`config.mk`:
```
export PLATFORM = sky130hd
export DESIGN_NAME = pipe_hazard_ctrl
export DESIGN_NICKNAME = d
export VERILOG_FILES = /design/src/rtl/pipe_hazard_ctrl.sv
export SDC_FILE = /design/constraint.sdc
export NUM_CORES = 1
export LEC_CHECK = 0
export BUFFER_PORTS_ARGS = -buffer_cell sky130_fd_sc_hd__buf_2
export CORE_AREA = 4 4 68 70
export DETAILED_ROUTE_END_ITERATION = 8
export DIE_AREA = 0 0 72 74
export PLACE_DENSITY = 0.8
export SYNTH_ARGS = -nofsm -noshare
export SYNTH_HDL_FRONTEND = slang
export SYNTH_SLANG_ARGS = --single-unit
```
`constraint.sdc`:
```
create_clock -name clk -period 2.59 [get_ports clk]
set_clock_uncertainty 0.2 [all_clocks]
set_input_delay 0.3885 -clock clk [delete_from_list [all_inputs] [get_ports clk]]
set_output_delay 0.3885 -clock clk [all_outputs]
set_load 0.1 [all_outputs]
```
`src/rtl/pipe_hazard_ctrl.sv`:
```
// Pipeline hazard controller: load-use stall detection, taken-branch flush,
// and a halt sequence that drains the pipe before asserting halted.
// Handshake: the controller has no valid/ready pairs; it drives level
// enables (pc_write, ifid_write) and one-cycle squash strobes (ifid_flush,
// idex_bubble) that the datapath obeys in the same cycle they are asserted.
module pipe_hazard_ctrl #(
    parameter int DRAIN_CYCLES = 3,
    parameter int CNT_W        = 16
) (
    input  logic             clk,
    input  logic             rst_n,
    input  logic [3:0]       id_opcode,
    input  logic [3:0]       id_rs,
    input  logic [3:0]       id_rt,
    input  logic             ex_mem_to_reg,
    input  logic [3:0]       ex_rd,
    input  logic             br_taken,
    input  logic             id_halt,
    output logic             pc_write,
    output logic             ifid_write,
    output logic             ifid_flush,
    output logic             idex_bubble,
    output logic             halted,
    output logic [CNT_W-1:0] stall_cnt,
    output logic [CNT_W-1:0] flush_cnt,
    output logic [1:0]       dbg_state
);

    typedef enum logic [1:0] {
        ST_RUN   = 2'd0,
        ST_DRAIN = 2'd1,
        ST_HALT  = 2'd2
    } state_t;

    localparam int DW = (DRAIN_CYCLES > 1) ? $clog2(DRAIN_CYCLES) : 1;
    localparam logic [DW-1:0] DRAIN_LOAD = DW'(DRAIN_CYCLES - 1);

    state_t           r_state;
    state_t           w_state_nxt;
    logic [DW-1:0]    r_drain_ctr;
    logic [DW-1:0]    w_drain_nxt;
    logic [CNT_W-1:0] r_stall_cnt;
    logic [CNT_W-1:0] r_flush_cnt;
    logic             w_use_rs;
    logic             w_use_rt;
    logic             w_hazard;
    logic             w_stall_inc;
    logic             w_flush_inc;

    // Source-operand usage decode and load-use hazard detection.
    assign w_use_rs = (id_opcode <= 4'd9);
    assign w_use_rt = (id_opcode <= 4'd4) || (id_opcode == 4'd9);
    assign w_hazard = ex_mem_to_reg && (ex_rd != 4'd0) &&
                      ((w_use_rs && (ex_rd == id_rs)) ||
                       (w_use_rt && (ex_rd == id_rt)));

    // State and drain counter registers with synchronous active-low reset.
    always_ff @(posedge clk) begin
        if (!rst_n) begin
            r_state     <= ST_RUN;
            r_drain_ctr <= '0;
        end else begin
            r_state     <= w_state_nxt;
            r_drain_ctr <= w_drain_nxt;
        end
    end

    // Next-state logic: branch beats stall beats halt in RUN; DRAIN counts down.
    always_comb begin
        w_state_nxt = r_state;
        w_drain_nxt = r_drain_ctr;
        case (r_state)
            ST_RUN: begin
                if (!br_taken && !w_hazard && id_halt) begin
                    w_state_nxt = ST_DRAIN;
                    w_drain_nxt = DRAIN_LOAD;
                end
            end
            ST_DRAIN: begin
                if (r_drain_ctr == '0) begin
                    w_state_nxt = ST_HALT;
                end else begin
                    w_drain_nxt = r_drain_ctr - 1'b1;
                end
            end
            ST_HALT: w_state_nxt = ST_HALT;
            default: w_state_nxt = ST_RUN;
        endcase
    end

    // Mealy outputs from state and inputs; reset forces a squashed, stopped pipe.
    always_comb begin
        pc_write    = 1'b1;
        ifid_write  = 1'b1;
        ifid_flush  = 1'b0;
        idex_bubble = 1'b0;
        halted      = 1'b0;
        w_stall_inc = 1'b0;
        w_flush_inc = 1'b0;
        if (!rst_n) begin
            pc_write    = 1'b0;
            ifid_write  = 1'b0;
            ifid_flush  = 1'b1;
            idex_bubble = 1'b1;
        end else begin
            case (r_state)
                ST_RUN: begin
                    if (br_taken) begin
                        ifid_flush  = 1'b1;
                        idex_bubble = 1'b1;
                        w_flush_inc = 1'b1;
                    end else if (w_hazard) begin
                        pc_write    = 1'b0;
                        ifid_write  = 1'b0;
                        idex_bubble = 1'b1;
                        w_stall_inc = 1'b1;
                    end else if (id_halt) begin
                        pc_write    = 1'b0;
                        ifid_write  = 1'b0;
                    end
                end
                ST_DRAIN: begin
                    pc_write    = 1'b0;
                    ifid_write  = 1'b0;
                    ifid_flush  = 1'b1;
                    idex_bubble = 1'b1;
                end
                default: begin
                    pc_write    = 1'b0;
                    ifid_write  = 1'b0;
                    ifid_flush  = 1'b1;
                    idex_bubble = 1'b1;
                    halted      = 1'b1;
                end
            endcase
        end
    end

    // Saturating performance counters.
    always_ff @(posedge clk) begin
        if (!rst_n) begin
            r_stall_cnt <= '0;
            r_flush_cnt <= '0;
        end else begin
            if (w_stall_inc && (r_stall_cnt != '1)) begin
                r_stall_cnt <= r_stall_cnt + 1'b1;
            end
            if (w_flush_inc && (r_flush_cnt != '1)) begin
                r_flush_cnt <= r_flush_cnt + 1'b1;
            end
        end
    end

    assign stall_cnt = r_stall_cnt;
    assign flush_cnt = r_flush_cnt;
    assign dbg_state = r_state;

endmodule

```
=== Word-level counts from Yosys, hierarchy flattened ===
Index checks and enable logic that the tools add are counted.

* Output and inout port bits: 39
* Word-level logic and storage cells: 63
* Bits of input ports: 21
* Register bits: 36

* $add $sub $neg: 3
* Multiplexer cells: 25
* Reduce and logical (&&, ||, !) cells: 19
* Equality and inequality tests: 10
* Order comparisons: 2

{| class="wikitable"
|+ Operators with widths
! kind !! number
|-
| adder 16 x 1 -> 16 bit (second input constant) || 2
|-
| != test 16 bit (second input constant) || 2
|-
| two-way mux 1 bit || 19
|-
| equality test 4 bit || 2
|-
| logical AND 1 bit || 8
|-
| two-way mux 2 bit || 4
|-
| != test 2 bit (second input constant) || 3
|-
| one-hot mux 2 bit (3 select lines) || 1
|-
| equality test 4 bit (second input constant) || 1
|-
| less-or-equal comparator 4 x 3 -> 1 bit (second input constant) || 1
|-
| less-or-equal comparator 4 bit (second input constant) || 1
|-
| logical NOT 2 bit || 2
|-
| one-hot mux 2 bit (2 select lines) || 1
|-
| nonzero test 4 bit || 1
|-
| AND reduction 3 bit || 1
|-
| equality test 2 x 1 -> 1 bit (second input constant) || 1
|-
| equality test 2 bit (second input constant) || 1
|-
| logical NOT 1 bit || 2
|-
| logical OR 1 bit || 2
|-
| AND reduction 2 bit || 1
|-
| nonzero test 2 bit || 1
|-
| OR reduction 2 bit || 1
|-
| subtractor 2 x 1 -> 2 bit (second input constant) || 1
|}

=== Logic depth before layout (Yosys ltp) ===
Gate-level depths: netlist of the first run.

* Depth in word-level cells: 10
* Gate-level depth with buffers: 9
* Depth with buffers taken out: 9

=== Worst setup path after synthesis of the first run ===
Ideal clock, no wire load.

* Path kind: reg2out
* From: reg r_state[1], in the netlist dbg_state[1]
* To: out halted
* Path slack: -1,518 ps
* Arrival time: 3,519 ps
* Stages on the path, launching flop included: 4
* Cell sequence: dfxtp_1 -> inv_1 -> ha_1 -> nor3_1

* Longest elaborated chain between the ends: 4
* Elaborated cells between the ends (all ways): 5

{| class="wikitable"
|+ Ends and longest elaborated chain
! item !! RTL line !! RTL
|-
| from (decl) || 38 || <nowiki>state_t r_state;</nowiki>
|-
| from (signal assigned) || 63 || <nowiki>r_state <= w_state_nxt;</nowiki>
|-
| equality test 2 x 1 -> 1 bit / logical NOT 2 bit (equally long branches) || 106 || <nowiki>case (r_state)</nowiki>
|-
| OR reduction 2 bit (no source line) (*) || n/a ||
|-
| two-way mux 1 bit (*) || 106 ||
|-
| two-way mux 1 bit (*) || 100 || <nowiki>if (!rst_n) begin</nowiki>
|-
| to (decl) || 23 || <nowiki>output logic halted,</nowiki>
|}

Every way passes the cells marked *; elsewhere a longest branch is shown, timed or not.

=== Final worst setup path of the first run ===
* From: in ex_rd[2]
* To: out ifid_write

* Longest elaborated chain between the ends: 8
* Elaborated cells between the ends (all ways): 12

{| class="wikitable"
|+ Ends and longest elaborated chain
! item !! RTL line !! RTL
|-
| from (decl) || 16 || <nowiki>input logic [3:0] ex_rd,</nowiki>
|-
| equality test 4 bit (on tied branches) || 54, 55 ||
|-
| logical AND 1 bit (on tied branches) || 54, 55 ||
|-
| logical OR 1 bit || 54 || <nowiki>((w_use_rs && (ex_rd == id_rs)) ||</nowiki>
|-
| logical AND 1 bit (*) || 53 || <nowiki>assign w_hazard = ex_mem_to_reg && (ex_rd != 4'd0) &&</nowiki>
|-
| two-way mux 1 bit (*) || 112 || <nowiki>end else if (w_hazard) begin</nowiki>
|-
| two-way mux 1 bit (*) || 108 || <nowiki>if (br_taken) begin</nowiki>
|-
| two-way mux 1 bit (*) || 106 ||
|-
| two-way mux 1 bit (*) || 100 ||
|-
| to (decl) || 20 || <nowiki>output logic ifid_write,</nowiki>
|}

Marks and branches as above.

==> results of run 1 <==
-- cell type report --
class | instances | share of cell area (%)
clock inverters | 1 | 1.17
well taps | 50 | 2.45
clock buffers | 7 | 3.77
flip-flops and latches | 36 | 28.9
inverters | 9 | 1.42
repair buffers | 66 | 15.0
multi-input cells | 181 | 47.3
-- synth_stat cells (6+ instances only) --
library cell	number
and3_1	6
nand2_1	22
dfxtp_1	36
a21oi_1	17
o21ai_0	14
inv_1	7
nand3_1	14
nand4_1	9
xnor2_1	8
xor2_1	10
or3_1	13
nor2_1	17
-- state kept, by name (all words and copies together), names as in the netlist --
| register | count |
|---|---|
| dbg_state | 2 |
| flush_cnt | 16 |
| r_drain_ctr | 2 |
| stall_cnt | 16 |
-- critical path, delay by kind of cell --
| kind | cells | cell delay, ns |
|---|---|---|
| and+or+nand+nor | 3 | 0.42 |
| AOI/OAI and AO/OA | 2 | 0.58 |
| buffers and inverters | 2 | 0.47 |
-- power groups by stage --
stage / Clock (mW) / Sequential (mW) / Combinational [mW]
after floorplan: 0 / 0.622 / 0.169
after global placement: 0 / 0.583 / 0.268
after detailed placement: 0 / 0.583 / 0.274
after CTS: 0.555 / 0.570 / 0.274
after global routing: 0.573 / 0.571 / 0.292
final: 0.540 / 0.571 / 0.274
-- worst min-delay path by stage --
stage	startpoint	end	slack [ns]	cells past startpoint
after floorplan	r_drain_ctr[0]	r_drain_ctr[0]	0.23	2
after global placement	r_drain_ctr[0]	r_drain_ctr[0]	0.24	2
after detailed placement	r_drain_ctr[0]	r_drain_ctr[0]	0.26	2
after CTS	rst_n	stall_cnt[12]	0.21	2
after global routing	rst_n	stall_cnt[12]	0.22	2
final	rst_n	stall_cnt[12]	0.21	2
-- per-stage QoR --
| step | cells | cell area, µm² | setup slack [ns] |
|---|---|---|---|
| 5_1_grt | 350 | 2560 | 0.0405 |
| 2_1_floorplan | 234 | 2050 | 0.0108 |
| 4_1_cts | 350 | 2550 | 0.0544 |
| 3_3_place_gp | 342 | 2430 | 0.105 |
| 6_report | 350 | 2560 | 0.141 |
| 3_5_place_dp | 342 | 2430 | 0.0549 |
-- metal layers --
layer | wire [µm] | global-route usage, %
met1 | 2020 | 21.2
met2 | 2410 | 33.6
met3 | 254 | 5.00
met4 | 59 | 4.80
met5 | 0 | 0
-- what timing repair did --
item                                    CTS  global route
buffers inserted                          0             0
hold buffers                              0             0
endpoints found under the setup margin    0             2
gates resized for setup                   0             2
-- logic make-up (layout without fill, tap and decap cells) --
logic type	count (synthesis)	in the layout	share of synthesized area [%]
DFF	36	36	36.7
AOI/OAI and AO/OA	48	48	16.4
and+or+nand+nor	105	105	29.0
adders and majority gates	5	5	3.18
xor gates and xnor gates	18	18	8.03
muxes	5	5	2.55
buffers and inverters	17	83	4.14
==> key figures, run 1 <==
Global routing
  – All-layer global routing usage: 18.4%
  – Sum of overflow across all layers after global routing: 0
  – Pin count of the biggest net entering global routing: 27
  – Via count of the first global-routing pass: 1816
  – Global-route wire length before repair: 7910 µm
  – Initial antenna violation count: 0

Power and ir drop
  – VDD IR-drop max: 0.447 mV
  – Switching Power: 0.399 mW
  – Ratio of total power to cell area: 541 nW/µm²
  – Sequential Power Share: 41.2%
  – Overall power of the completed layout: 1.38 mW
  – Internal portion of total power: 0.986 mW
  – Clock power share: 39.0%
  – Comb power frac: 19.8%
  – Leakage power figure: 1.04 nW
  – Fraction of power spent switching nets: 28.8%

STA
  – Post-route fraction of the period consumed by the critical path: 94.6%
  – Worst relative slew slack: 67.6%
  – Final hold violation count: 0
  – Final setup violating endpoints: 0
  – Highest Clock Rate: 408 MHz
  – Tightest Pin Transition: 0.490 ns
  – Unrepaired setup endpoints after global routing: no
  – Time the final worst path needs with I/O delays and setup: 2.45 ns
  – Total Negative Setup Slacks: 0 ns
  – Hold slack final: 0.211 ns
  – Final count of pins violating max slew: 0

Worst setup path
  – Critical path's largest stage delay: 0.49 ns
  – Slowest stage cell, crit path: o41ai_4
  – Crit path launch: ex_rd[2]
  – Critical path data arrival time: 1.86 ns
  – CP endpoint kind: output port
  – Reg-to-Reg Start: stall_cnt[3]
  – Critical register-to-register path endpoint: stall_cnt[3]
  – Crit Path Category: in2out
  – Depth of the worst register-to-register path: 7
  – Worst path required time: 2.00 ns
  – Crit path max fanout: 3
  – Setup crit start kind: input pin
  – Internal reg-to-reg setup slack: 0.33 ns
  – Worst path cell trace: buf_2 > o41ai_4 > nor4_4 > nor2_2 > a21oi_2 > nor2_4 > clkbuf_4
  – End point of the critical path: ifid_write

Floorplanning
  – Placeable core area: 3970 µm²
  – Effective utilization at floorplan: 49.5%
  – Area of the die: 5330 µm²
  – Width of the die: 72 µm
  – Number of placed I/O pins: 60
  – Die Height: 74 µm
  – Row count: 23

Synthesis
  – Async set-or-reset flop fraction in the synthesized netlist: 0%
  – Count of cell types in the netlist: 44
  – Number of warnings issued by yosys: 0
  – Gate Count Post-Synth: 234
  – Count of flip-flops with a built-in enable after synthesis: 0
  – Sequential cell area fraction in the yosys report: 36.7%
  – Most instantiated flip-flop cell in the synthesis netlist: dfxtp_1
  – Total nets after synthesis: 260
  – Cell area after synthesis: 1960 µm²
  – Flip-flop and latch count after synthesis: 36
  – Dominant cells by area after synthesis: dfxtp_1, xor2_1, a21oi_1, nand2_1, or3_1
  – Mapped Avg Cell Area: 8.39 µm²
  – Cell taking the most area after synthesis: dfxtp_1
  – Share of Yosys cell area claimed by the top area cell type: 36.7%

Cells and area
  – Share of post-route cells with drive strength above 1: 34.3%
  – Final core utilization: 64.4%
  – Filler Cell Count: 359
  – Synthesis-to-finish area growth: 30.2%
  – Top library cells by usage in the layout, fill and taps aside: buf_2, nand2_1, dfxtp_1
  – Footprint of the multi-input gates: 1210 µm²
  – Net count, final: 325
  – Sequential standard cell area: 739 µm²
  – Antenna diode count: 0
  – Leading cell type in the layout, fill and taps excluded: buf_2

Clock tree
  – Post-CTS clock slew at the launch and capture registers of the worst setup and hold paths: 0.07 ns
  – Clock tree root driver cell: clkbuf_8
  – Total clock buffers created by CTS: 5
  – Depth of the CTS H-tree: 2
  – Skew-Pair Late Insertion Delay: 0.29 ns
  – Number of clock sinks seen by CTS: 36
  – TritonCTS clock tree: done
  – Worst-case clock buffer depth: 2

Run status
  – Run status: finished clean

Flow run
  – Maximum Capacitance Violations: 0

Drt
  – Average wire length per cell after detail routing: 13.5 µm
  – Total number of vias: 1961
  – Per-cell via count in the routed design: 5.60
  – Antenna-violating nets left: 0
  – Total detailed-routing wirelength: 4740 µm
  – Number of violations reported at the end of detailed-routing iteration 0: 65
  – DRC violations left: 0
  – TritonRoute pass-1 iters: 4

Worst hold path
  – Worst hold path class: in2reg

Placement
  – Post-detailed-placement half-perimeter wirelength: 3540 µm
  – Count of input and output buffers: 59
  – Placer congestion estimate: 0.794
(Power assumes the default switching activity.)
==> run 2, diff against run 1 <==
Settings changed: RECOVER_POWER from default to 25.
==> key figures, run 2 (same netlist as run 1, synthesis figures left out) <==
STA
  – Tightest Pin Transition: 1.17 ns (+0.684 ns)
  – Final hold violation count: 0 (unchanged)
  – Setup slack of the critical path after layout: 0.140 ns (-0.000510 ns)
  – Post-route fraction of the period consumed by the critical path: 94.6% (about the same)
  – Final count of pins violating max slew: 0 (unchanged)
  – Final setup violating endpoints: 0 (unchanged)
  – Highest Clock Rate: 408 MHz (about the same)
  – Time the final worst path needs with I/O delays and setup: 2.45 ns (+0.000510 ns)
  – Total Negative Setup Slacks: 0 ns (unchanged)
  – Worst relative slew slack: 22.1% (-45 points)
  – Unrepaired setup endpoints after global routing: no

Drt
  – Per-cell via count in the routed design: 5.61 (+0.15%)
  – TritonRoute pass-1 iters: 4 (unchanged)
  – Antenna-violating nets left: 0 (unchanged)
  – Total number of vias: 1964 (+0.15%)
  – Number of violations reported at the end of detailed-routing iteration 0: 63 (-3.1%)
  – Average wire length per cell after detail routing: 13.5 µm (-0.11%)
  – Total detailed-routing wirelength: 4730 µm (-0.11%)
  – DRC violations left: 0 (unchanged)

Cells and area
  – Antenna diode count: 0 (unchanged)
  – Net count, final: 325 (unchanged)
  – Filler Cell Count: 365 (+1.7%)
  – Synthesis-to-finish area growth: 29.0%
  – Sequential standard cell area: 739 µm² (unchanged)
  – Footprint of the multi-input gates: 1210 µm² (unchanged)
  – Top library cells by usage in the layout, fill and taps aside: buf_2, nand2_1, dfxtp_1
  – Final core utilization: 63.8% (-0.57 points)
  – Share of post-route cells with drive strength above 1: 28.3% (-6.0 points)
  – Leading cell type in the layout, fill and taps excluded: buf_2

Floorplanning
  – Number of placed I/O pins: 60 (unchanged)
  – Effective utilization at floorplan: 49.5% (unchanged)
  – Area of the die: 5330 µm² (unchanged)
  – Die Height: 74 µm (unchanged)
  – Placeable core area: 3970 µm² (unchanged)
  – Row count: 23 (unchanged)
  – Width of the die: 72 µm (unchanged)

Global routing
  – Sum of overflow across all layers after global routing: 0 (unchanged)
  – Initial antenna violation count: 0 (unchanged)
  – Global-route wire length before repair: 7910 µm (unchanged)
  – Pin count of the biggest net entering global routing: 27 (unchanged)
  – All-layer global routing usage: 18.4% (unchanged)
  – Via count of the first global-routing pass: 1816 (unchanged)

Worst setup path
  – Worst path cell trace: buf_2 > o41ai_4 > nor4_4 > nor2_2 > a21oi_2 > nor2_4 > clkbuf_4
  – Critical path data arrival time: 1.86 ns (about the same)
  – CP endpoint kind: output port
  – Reg-to-Reg Start: stall_cnt[3]
  – Slowest stage cell, crit path: o41ai_4
  – Depth of the worst register-to-register path: 7 (unchanged)
  – Crit path max fanout: 3 (unchanged)
  – Internal reg-to-reg setup slack: 0.33 ns (about the same)
  – Critical path's largest stage delay: 0.49 ns (about the same)
  – Setup crit start kind: input pin
  – Crit Path Category: in2out
  – Worst path required time: 2.00 ns (about the same)
  – Critical register-to-register path endpoint: stall_cnt[3]

Clock tree
  – Depth of the CTS H-tree: 2 (unchanged)
  – Clock tree root driver cell: clkbuf_8
  – Worst-case clock buffer depth: 2 (unchanged)
  – Total clock buffers created by CTS: 5 (unchanged)
  – Post-CTS resize count: 0 (unchanged)
  – Skew-Pair Late Insertion Delay: 0.29 ns (about the same)
  – Post-CTS Repair Setup Buffers: 0 (unchanged)
  – Post-CTS clock slew at the launch and capture registers of the worst setup and hold paths: 0.07 ns (about the same)
  – Hold_buf cts: 0 (unchanged)
  – TritonCTS clock tree: done
  – Number of clock sinks seen by CTS: 36 (unchanged)

Placement
  – Post-detailed-placement half-perimeter wirelength: 3540 µm (unchanged)
  – Setup WS pre-CTS: 0.0549 ns (unchanged)
  – Count of input and output buffers: 59 (unchanged)
  – Placer congestion estimate: 0.794 (unchanged)

Worst hold path
  – Number of cells on the worst hold path: 2 (unchanged)
  – Worst hold path class: in2reg
  – Worst Hold Endpoint: stall_cnt[12]
  – Min-Delay Startpoint: rst_n

Run status
  – Run status: finished clean

Power and ir drop
  – Ratio of total power to cell area: 546 nW/µm² (+0.79%)
  – VDD IR-drop max: 0.447 mV (about the same)
  – Leakage power figure: 0.958 nW (-7.6%)

Flow run
  – Maximum Capacitance Violations: 0 (unchanged)
-- run 2: cell types whose count changed in the layout (fill, tap and decap cells not counted), sizes merged --
cell	before	now
buf	64	46
clkbuf	9	27
-- run 2: worst max-delay path by stage --
stage / start / to / slack (ns) / cells past startpoint
finish: ex_rd[2] / ifid_write / 0.14 / 7
global route: ex_rd[2] / ifid_write / 0.04 / 7
CTS: ex_rd[0] / ifid_write / 0.05 / 8
detailed placement: ex_rd[0] / ifid_write / 0.05 / 8
global placement: ex_rd[0] / ifid_write / 0.11 / 8
floorplan: dbg_state[1] / stall_cnt[14] / 0.01 / 8
-- run 2: power breakdown --
part | leakage [nW] | switching, mW | internal, mW
logic | 0.596 | 0.191 | 0.0814
registers | 0.298 | 0.00750 | 0.563
clock network | 0.0645 | 0.201 | 0.340
total | 0.958 | 0.399 | 0.984
-- run 2: area by class of cell --
class / count / share of cell area, %
Tap cell: 50 / 2.47
Clock buffer: 7 / 3.80
Sequential cell: 36 / 29.2
Inverter: 9 / 1.43
Clock inverter: 1 / 1.18
Multi-Input combinational cell: 181 / 47.7
Timing Repair Buffer: 66 / 14.2
-- run 2: worst max-delay path: cells and delay by family --
kind | cells | cell delay (ns)
and+or+nand+nor | 3 | 0.42
AOI/OAI and AO/OA | 2 | 0.58
buffers and inverters | 2 | 0.47
-- run 2: layer usage --
metal | vias to the layer above | part of all wire [%] | global-route usage [%]
met4 | 0 | 1.3 | 4.80
met3 | 10 | 5.5 | 5.00
met2 | 50 | 50 | 33.6
met5 | - | 0 | 0
li1 | 975 | - | -
met1 | 929 | 43 | 21.2
-- run 2: stage by stage --
step,hold slack [ns],instances,area [µm²],total power [mW]
floorplan,0.235,234,2050,0.790
CTS,0.208,350,2550,1.40
detailed placement,0.263,342,2430,0.857
global route,0.222,350,2530,1.44
global placement,0.244,342,2430,0.851
finish,0.211,350,2530,1.38
